**config.mk**
```make
export PLATFORM = sky130hd
export DESIGN_NAME = arp_rx
export DESIGN_NICKNAME = d
export VERILOG_FILES = /design/src/rtl/eth_pkg.sv /design/src/rtl/arp_rx.sv
export SDC_FILE = /design/constraint.sdc
export NUM_CORES = 1
export LEC_CHECK = 0
export CAP_MARGIN = 20
export CORE_MARGIN = 2
export CORE_UTILIZATION = 42
export DETAILED_ROUTE_END_ITERATION = 8
export GPL_ROUTABILITY_DRIVEN = 0
export REMOVE_ABC_BUFFERS = 1
export SLEW_MARGIN = 40
export SYNTH_ARGS = -nofsm -noshare
export SYNTH_HDL_FRONTEND = slang
export SYNTH_SLANG_ARGS = --single-unit
```
**constraint.sdc**
```tcl
create_clock -name gmii_rx_clk -period 2.55 [get_ports gmii_rx_clk]
set_clock_uncertainty 0.05 [all_clocks]
set_input_delay 0.51 -clock gmii_rx_clk [delete_from_list [all_inputs] [get_ports gmii_rx_clk]]
set_output_delay 0.51 -clock gmii_rx_clk [all_outputs]
set_load 0.005 [all_outputs]
```
**src/rtl/eth_pkg.sv**
```systemverilog
// Shared Ethernet/ARP receive definitions.
// Contents: frame constants (preamble/SFD bytes, header and ARP payload
// lengths, EtherType, opcodes, broadcast MAC) and the receive FSM state type.
package eth_pkg;

  localparam logic [15:0] ETH_TYPE_ARP  = 16'h0806;
  localparam logic [15:0] ARP_OP_REQ    = 16'd1;
  localparam logic [15:0] ARP_OP_REPLY  = 16'd2;

  localparam logic [7:0]  PREAMBLE_BYTE = 8'h55;
  localparam logic [7:0]  SFD_BYTE      = 8'hD5;
  localparam int          PREAMBLE_LEN  = 7;
  localparam int          ETH_HEAD_LEN  = 14;
  localparam int          ARP_LEN       = 28;

  localparam logic [47:0] BCAST_MAC     = 48'hFF_FF_FF_FF_FF_FF;

  typedef enum logic [2:0] {
    IDLE,
    PREAMBLE,
    ETH_HEAD,
    ARP_DATA,
    RX_END
  } rx_state_t;

endpackage

```
**src/rtl/arp_rx.sv**
```systemverilog
// GMII receive-side ARP parser.
// Strips preamble/SFD, filters on destination MAC (local or broadcast) and
// EtherType 0x0806, then parses the 28-byte ARP payload. A request or reply
// whose target IP matches BOARD_IP raises arp_rx_done for one cycle and
// updates the sender fields; everything else is silently dropped.
// Padding and FCS are skipped; CRC is not checked here.
//
// Ports:
//   gmii_rx_clk  in   receive clock, sole clock
//   rst_n        in   synchronous active-low reset
//   gmii_rx_dv   in   receive data valid
//   gmii_rxd     in   receive byte
//   arp_rx_done  out  one-cycle pulse per accepted frame
//   arp_rx_type  out  0 = request, 1 = reply (held)
//   src_mac      out  sender hardware address (held)
//   src_ip       out  sender protocol address (held)
module arp_rx
  import eth_pkg::*;
#(
  parameter logic [47:0] BOARD_MAC = 48'h00_11_22_33_44_55,
  parameter logic [31:0] BOARD_IP  = {8'd192, 8'd168, 8'd1, 8'd10}
) (
  input  logic        gmii_rx_clk,
  input  logic        rst_n,
  input  logic        gmii_rx_dv,
  input  logic [7:0]  gmii_rxd,
  output logic        arp_rx_done,
  output logic        arp_rx_type,
  output logic [47:0] src_mac,
  output logic [31:0] src_ip
);

  localparam logic [4:0] PRE_LAST = 5'(PREAMBLE_LEN);
  localparam logic [4:0] ETH_LAST = 5'(ETH_HEAD_LEN - 1);
  localparam logic [4:0] ARP_LAST = 5'(ARP_LEN - 1);

  rx_state_t   state;
  logic [4:0]  cnt;
  logic [39:0] dst_sr;
  logic [7:0]  type_hi;
  logic [15:0] op_sr;
  logic [47:0] smac_sr;
  logic [31:0] sip_sr;
  logic [23:0] tip_sr;

  // The last byte of each checked field is compared straight off the bus,
  // so the decision lands on the same edge that samples that byte.
  logic dst_ok;
  logic type_ok;
  logic op_ok;
  logic ip_ok;

  always_comb begin
    dst_ok  = ({dst_sr, gmii_rxd} == BOARD_MAC) || ({dst_sr, gmii_rxd} == BCAST_MAC);
    type_ok = ({type_hi, gmii_rxd} == ETH_TYPE_ARP);
    op_ok   = (op_sr == ARP_OP_REQ) || (op_sr == ARP_OP_REPLY);
    ip_ok   = ({tip_sr, gmii_rxd} == BOARD_IP);
  end

  always_ff @(posedge gmii_rx_clk) begin
    if (!rst_n) begin
      state       <= IDLE;
      cnt         <= '0;
      dst_sr      <= '0;
      type_hi     <= '0;
      op_sr       <= '0;
      smac_sr     <= '0;
      sip_sr      <= '0;
      tip_sr      <= '0;
      arp_rx_done <= 1'b0;
      arp_rx_type <= 1'b0;
      src_mac     <= '0;
      src_ip      <= '0;
    end else begin
      arp_rx_done <= 1'b0;
      case (state)
        IDLE: begin
          if (gmii_rx_dv && gmii_rxd == PREAMBLE_BYTE) begin
            state <= PREAMBLE;
            cnt   <= 5'd1;
          end
        end

        // cnt holds the number of 0x55 bytes seen; exactly seven precede SFD.
        PREAMBLE: begin
          if (!gmii_rx_dv) begin
            state <= IDLE;
            cnt   <= '0;
          end else if (gmii_rxd == PREAMBLE_BYTE && cnt < PRE_LAST) begin
            cnt <= cnt + 5'd1;
          end else if (gmii_rxd == SFD_BYTE && cnt == PRE_LAST) begin
            state <= ETH_HEAD;
            cnt   <= '0;
          end else begin
            state <= RX_END;
            cnt   <= '0;
          end
        end

        ETH_HEAD: begin
          if (!gmii_rx_dv) begin
            state <= IDLE;
            cnt   <= '0;
          end else begin
            if (cnt < 5'd5)   dst_sr  <= {dst_sr[31:0], gmii_rxd};
            if (cnt == 5'd12) type_hi <= gmii_rxd;
            if (cnt == 5'd5 && !dst_ok) begin
              state <= RX_END;
              cnt   <= '0;
            end else if (cnt == ETH_LAST) begin
              state <= type_ok ? ARP_DATA : RX_END;
              cnt   <= '0;
            end else begin
              cnt <= cnt + 5'd1;
            end
          end
        end

        ARP_DATA: begin
          if (!gmii_rx_dv) begin
            state <= IDLE;
            cnt   <= '0;
          end else begin
            if (cnt == 5'd6 || cnt == 5'd7)  op_sr   <= {op_sr[7:0], gmii_rxd};
            if (cnt >= 5'd8 && cnt <= 5'd13)  smac_sr <= {smac_sr[39:0], gmii_rxd};
            if (cnt >= 5'd14 && cnt <= 5'd17) sip_sr  <= {sip_sr[23:0], gmii_rxd};
            if (cnt >= 5'd24 && cnt <= 5'd26) tip_sr  <= {tip_sr[15:0], gmii_rxd};
            if (cnt == ARP_LAST) begin
              if (ip_ok && op_ok) begin
                arp_rx_done <= 1'b1;
                arp_rx_type <= (op_sr == ARP_OP_REPLY);
                src_mac     <= smac_sr;
                src_ip      <= sip_sr;
              end
              state <= RX_END;
              cnt   <= '0;
            end else begin
              cnt <= cnt + 5'd1;
            end
          end
        end

        // Swallow padding, FCS and anything else until the line goes idle.
        RX_END: begin
          if (!gmii_rx_dv) begin
            state <= IDLE;
            cnt   <= '0;
          end
        end

        default: begin
          state <= IDLE;
          cnt   <= '0;
        end
      endcase
    end
  end

endmodule
```
======== Word level (Yosys, flattened, before mapping) ========
Index checks and enable logic that the tools add are counted.
operators by class
  $add $sub $neg .......................... 1
  magnitude comparators ................... 8
  equal/unequal tests ..................... 23
  multiplexer cells ....................... 23
  reduce and logical (&&, ||, !) cells .... 23
operators by type and width
  operator                                                number
  equality test 48 x 37 -> 1 bit (second input constant)  1
  equality test 48 bit (second input constant)            1
  two-way mux 5 bit                                       9
  two-way mux 3 bit                                       11
  equality test 32 bit (second input constant)            1
  one-hot mux 5 bit (5 select lines)                      1
  AND reduction 3 bit                                     6
  equality test 16 x 1 -> 1 bit (second input constant)   1
  equality test 16 x 12 -> 1 bit (second input constant)  1
  equality test 16 x 2 -> 1 bit (second input constant)   1
  equality test 5 x 3 -> 1 bit (second input constant)    3
  one-hot mux 3 bit (5 select lines)                      1
  equality test 5 x 4 -> 1 bit (second input constant)    2
  >= comparator 5 x 4 -> 1 bit (second input constant)    2
  less-or-equal comparator 5 bit (second input constant)  2
  < comparator 5 x 3 -> 1 bit (second input constant)     2
  equality test 8 x 7 -> 1 bit (second input constant)    1
  equality test 8 bit (second input constant)             1
  logical AND 1 bit                                       8
  AND reduction 4 bit                                     2
  equality test 3 x 2 -> 1 bit (second input constant)    2
  != test 3 bit (second input constant)                   2
  adder 5 x 1 -> 5 bit (second input constant)            1
  equality test 5 bit (second input constant)             1
  other kinds (12)                                        15
word-level totals
  flip-flop bits (word level) ............. 258
  bits of input ports ..................... 11
  output and inout bits ................... 82
  logic and storage cells ................. 90

======== Longest topological paths before layout ========
  depth in word-level cells ............... 7
  mapped depth ............................ 9
  mapped depth without buffers ............ 7

======== Worst setup path after synthesis ========
Ideal clock, no wire load.
  path type ............................... input-to-reg
  start ................................... input port gmii_rxd[4]
  end ..................................... register src_ip[0]
  setup time .............................. 0.143 ns
  arrival time ............................ 2.338 ns
  data required time ...................... 2.357 ns
  slack ................................... 0.019 ns
  stages .................................. 9
  buffers on the path ..................... 3
  cell sequence ........................... buf_2 or4b_4 nor3_4 nand2_2 or4_1 clkbuf_1 buf_2 nand2_1 a21oi_2
between the ends
  longest elaborated chain between the ends .. 3
ends and longest elaborated chain
  element                               RTL line       RTL
  start, declared                       arp_rx.sv:26   input logic [7:0] gmii_rxd,
  equality test 32 bit                  arp_rx.sv:57   ip_ok = ({tip_sr, gmii_rxd} == BOARD_IP);
  logical AND 1 bit                     arp_rx.sv:129  if (ip_ok && op_ok) begin
  AND reduction 4 bit (no source line)  -
  end signal, assigned                  arp_rx.sv:133  src_ip <= sip_sr;
  end, declared                         arp_rx.sv:30   output logic [31:0] src_ip
Every way passes these cells.
A chain may end at the register's enable or synchronous reset.

======== Final worst setup path ========
  start ................................... input port gmii_rxd[0]
  end ..................................... register src_mac[26]
between the ends
  longest elaborated chain between the ends .. 3
ends and longest elaborated chain
  element                               RTL line       RTL
  equality test 32 bit                  arp_rx.sv:57
  logical AND 1 bit                     arp_rx.sv:129
  AND reduction 4 bit (no source line)  -
  end signal, assigned                  arp_rx.sv:132  src_mac <= smac_sr;
  end, declared                         arp_rx.sv:29   output logic [47:0] src_mac,
Every way passes these cells.

==> results.toml <==
[sta]
timing.setup.tns_ns = 0
fmax_mhz = 406
drv_slew = 0
setup_viol = 0
slew_headroom_pct = 52.0
min_period_ns = 2.46
timing.final.crit_share_pct = 96.5
finalHoldViolCount = 0
worst_pin_slew_ns = 0.718
rsz0062_at_grt = "no"

[yosys]
synth_area_mm2 = 0.0101
synthArstFlopShare_pct = 0
yosys_warnings = 0
synthCells = 1165
synth_compound_area_share_pct = 13.3
yosysTopAreaCell = "dfxtp_1"
synth-simple-area-share_pct = 22.6
synth-edff-count = 0
synth.distinct_cells = 48
synth-seq-cells = 258
synth_top_family_by_area = "simple AND/OR/NAND/NOR gates"
ys.flop_type = "dfxtp_1"
syn_avg_cell_area_um2 = 8.64
synthXorXnorAreaFrac_pct = 0.174
synthTopCellsByCount = "nand2_1 (351), dfxtp_1 (258), a21oi_1 (97)"
ys_top_cells_by_area = "dfxtp_1 (51%), nand2_1 (13%), mux2i_1 (7.9%), a21oi_2 (7.0%), a21oi_1 (4.8%)"
synth_top_area_share_pct = 51.3
ys_seq_area_share_pct = 51.3
synth_fa_ha_area_share_pct = 0.497
synthMuxAreaShare_pct = 7.85
synth_most_common_cell = "nand2_1"

[place]
port_buffers = 92
hpwlAfterDp_um = 14600
dpl-instance-area_mm2 = 0.0117
placedCellCount = 1554

[layout]
antenna_cells = 0
fin_cells = 1605
stdcell_area_mm2 = 0.0128
area_growth_pct = 27.3
nets = 1280
drive_gt1_share_pct = 15.6
post-route-util_pct = 54.6

[detailed_routing]
first_iter_violations = 563
num_vias = 8079
avgViaCountPerCell = 5.03
drt_wl_total_um = 23300
dr.pass1.iters = 4
antenna_left = 0
wire_per_inst_um = 14.5
drc = 0

[floorplanning]
core-area_mm2 = 0.0235
start_util_pct = 42.9
die_h_um = 159
fp-row-count = 56
pin_count = 93
fp.dieW_um = 159
dieArea_mm2 = 0.0252

[pwr]
irDropWorstVdd_mv = 0.355
power_mw = 8.84
leakagePower_nw = 4.34
power.density_cell_area_mw_per_mm2 = 690

[setup_path]
cp-start-kind = "input pin"
crit_type = "in2reg"
endpoint_kind = "register"
cp_data_arrival_time_ns = 2.81
critPathRequiredTime_ns = 2.90
path_max_fanout = 41

[cts]
cts_tree = "yes"
cts_root_buf = "clkbuf_16"
clock-sinks = 258
post-cts-setup-buffers = 0
cts.path.max_buffers = 3
clk_latency_ns = 0.54
h-tree-depth = 1
cts_hold_buffers = 0
clkTransAtPathRegs_ns = 0.06
numCtsBuffers = 27

[global_routing]
gr-total-overflow = 0
grt_pass1_wl_um = 38700
antenna_found_initial = 0
grt_max_degree = 59
grt_usage_pct = 18.1
grt_pass1_vias = 7459

[outcome]
status = "completed"

[job]
drv_cap = 0

[hold_path]
hold_path.class = "reg2reg"
[final cells by class]
| type | instances | area, µm² |
|---|---|---|
| fill | 2155 | 10700 |
| sequential | 258 | 5160 |
| multi-input combinational | 815 | 4490 |
| timing repair buffer | 155 | 1650 |
| clock buffer | 36 | 769 |
| tap | 319 | 399 |
| clock inverter | 14 | 303 |
| inverter | 8 | 37.5 |
[power by group]
| group | switching [mW] | internal, mW | total (mW) |
|---|---|---|---|
| clock network | 1.60 | 3.03 | 4.63 |
| registers | 0.0000808 | 4.03 | 4.03 |
| logic | 0.126 | 0.0536 | 0.179 |
[layer usage]
metal	vias to the layer above	part of all wire (%)	global-route usage [%]
met5	-	0	0
met4	0	1.9	5.09
met3	31	4.3	2.43
met2	166	43	27.4
met1	3775	50	26.9
li1	4107	-	-
[registers in the layout (all words and copies together) (netlist names)]
name and flops:
dst_sr 40, sip_sr 32, cnt 5, src_ip 32, state 3, tip_sr 24
arp_rx_type 1, src_mac 48, type_hi 8, smac_sr 48, op_sr 16, arp_rx_done 1
[path summary, 6_finish.rpt]
path                            startpoint  cells after the start  slack, ns                       end
setup / recovery               gmii_rxd[0]                      8       0.09  src_mac[26]$_SDFFE_PN0P_
hold / removal    smac_sr[47]$_SDFFE_PN0P_                      2       0.40  smac_sr[47]$_SDFFE_PN0P_
setup reg to reg    dst_sr[9]$_SDFFE_PN0P_                      6       0.26     state[2]$_SDFFE_PN0P_
hold reg to reg   smac_sr[47]$_SDFFE_PN0P_                      2       0.40  smac_sr[47]$_SDFFE_PN0P_
[per-stage QoR]
step,hold WS (ns),worst slack (ns)
after floorplan,0.387,-3.35
after global placement,0.393,-0.554
after detailed placement,0.399,-0.555
after CTS,0.404,0.0310
after global routing,0.420,0.0423
final,0.403,0.0885
[logic make-up after synthesis]
group | after synthesis
flip-flops | 258
AND/OR/NAND/NOR | 532
AO/OA/AOI/OAI | 198
XOR/XNOR | 2
adder cells (fa/ha/maj) | 4
buffers and inverters | 92
multiplexers | 79
[placed cells by master, fill, tap and decap left out, types with 2 or more instances in the layout]
| cell | n |
|---|---|
| a21oi_1 | 96 |
| buf_16 | 2 |
| nor2_1 | 94 |
| nor2b_1 | 4 |
| clkbuf_1 | 3 |
| and4b_1 | 2 |
| nor4_1 | 17 |
| or4_1 | 4 |
| or3_1 | 2 |
| ha_1 | 4 |
| and3_1 | 3 |
| inv_6 | 2 |
| buf_12 | 17 |
| bufinv_16 | 9 |
| clkbuf_8 | 6 |
| buf_4 | 44 |
| clkinv_2 | 3 |
| nor3b_1 | 2 |
| and3b_1 | 2 |
| a21oi_2 | 80 |
| nor3_1 | 9 |
| o22ai_1 | 2 |
| inv_1 | 6 |
| mux2i_1 | 79 |
| nand4_1 | 17 |
| nand2_1 | 351 |
| or4b_1 | 2 |
| nand2_2 | 2 |
| and2_1 | 3 |
| nand3_1 | 5 |
| o21ai_0 | 6 |
| clkdlybuf4s50_1 | 92 |
| clkbuf_16 | 27 |
| dfxtp_1 | 258 |
| nor4b_1 | 5 |
| a211oi_1 | 3 |
[repair_timing]
item                       CTS  global route
hold endpoints to repair     0             0
cloned                       1             0
setup endpoints to repair    7            33
gates resized for setup      2             1
[worst max-delay path, stage by stage]
cell and delay, ns:
clkdlybuf4s50_1 0.49, or4b_4 0.58, nor3_4 0.16, nand2_2 0.08, or4_4 0.58, buf_16 0.24, nand2_1 0.11, a21oi_2 0.05
Note: power is estimated with default switching activity, not from simulation.
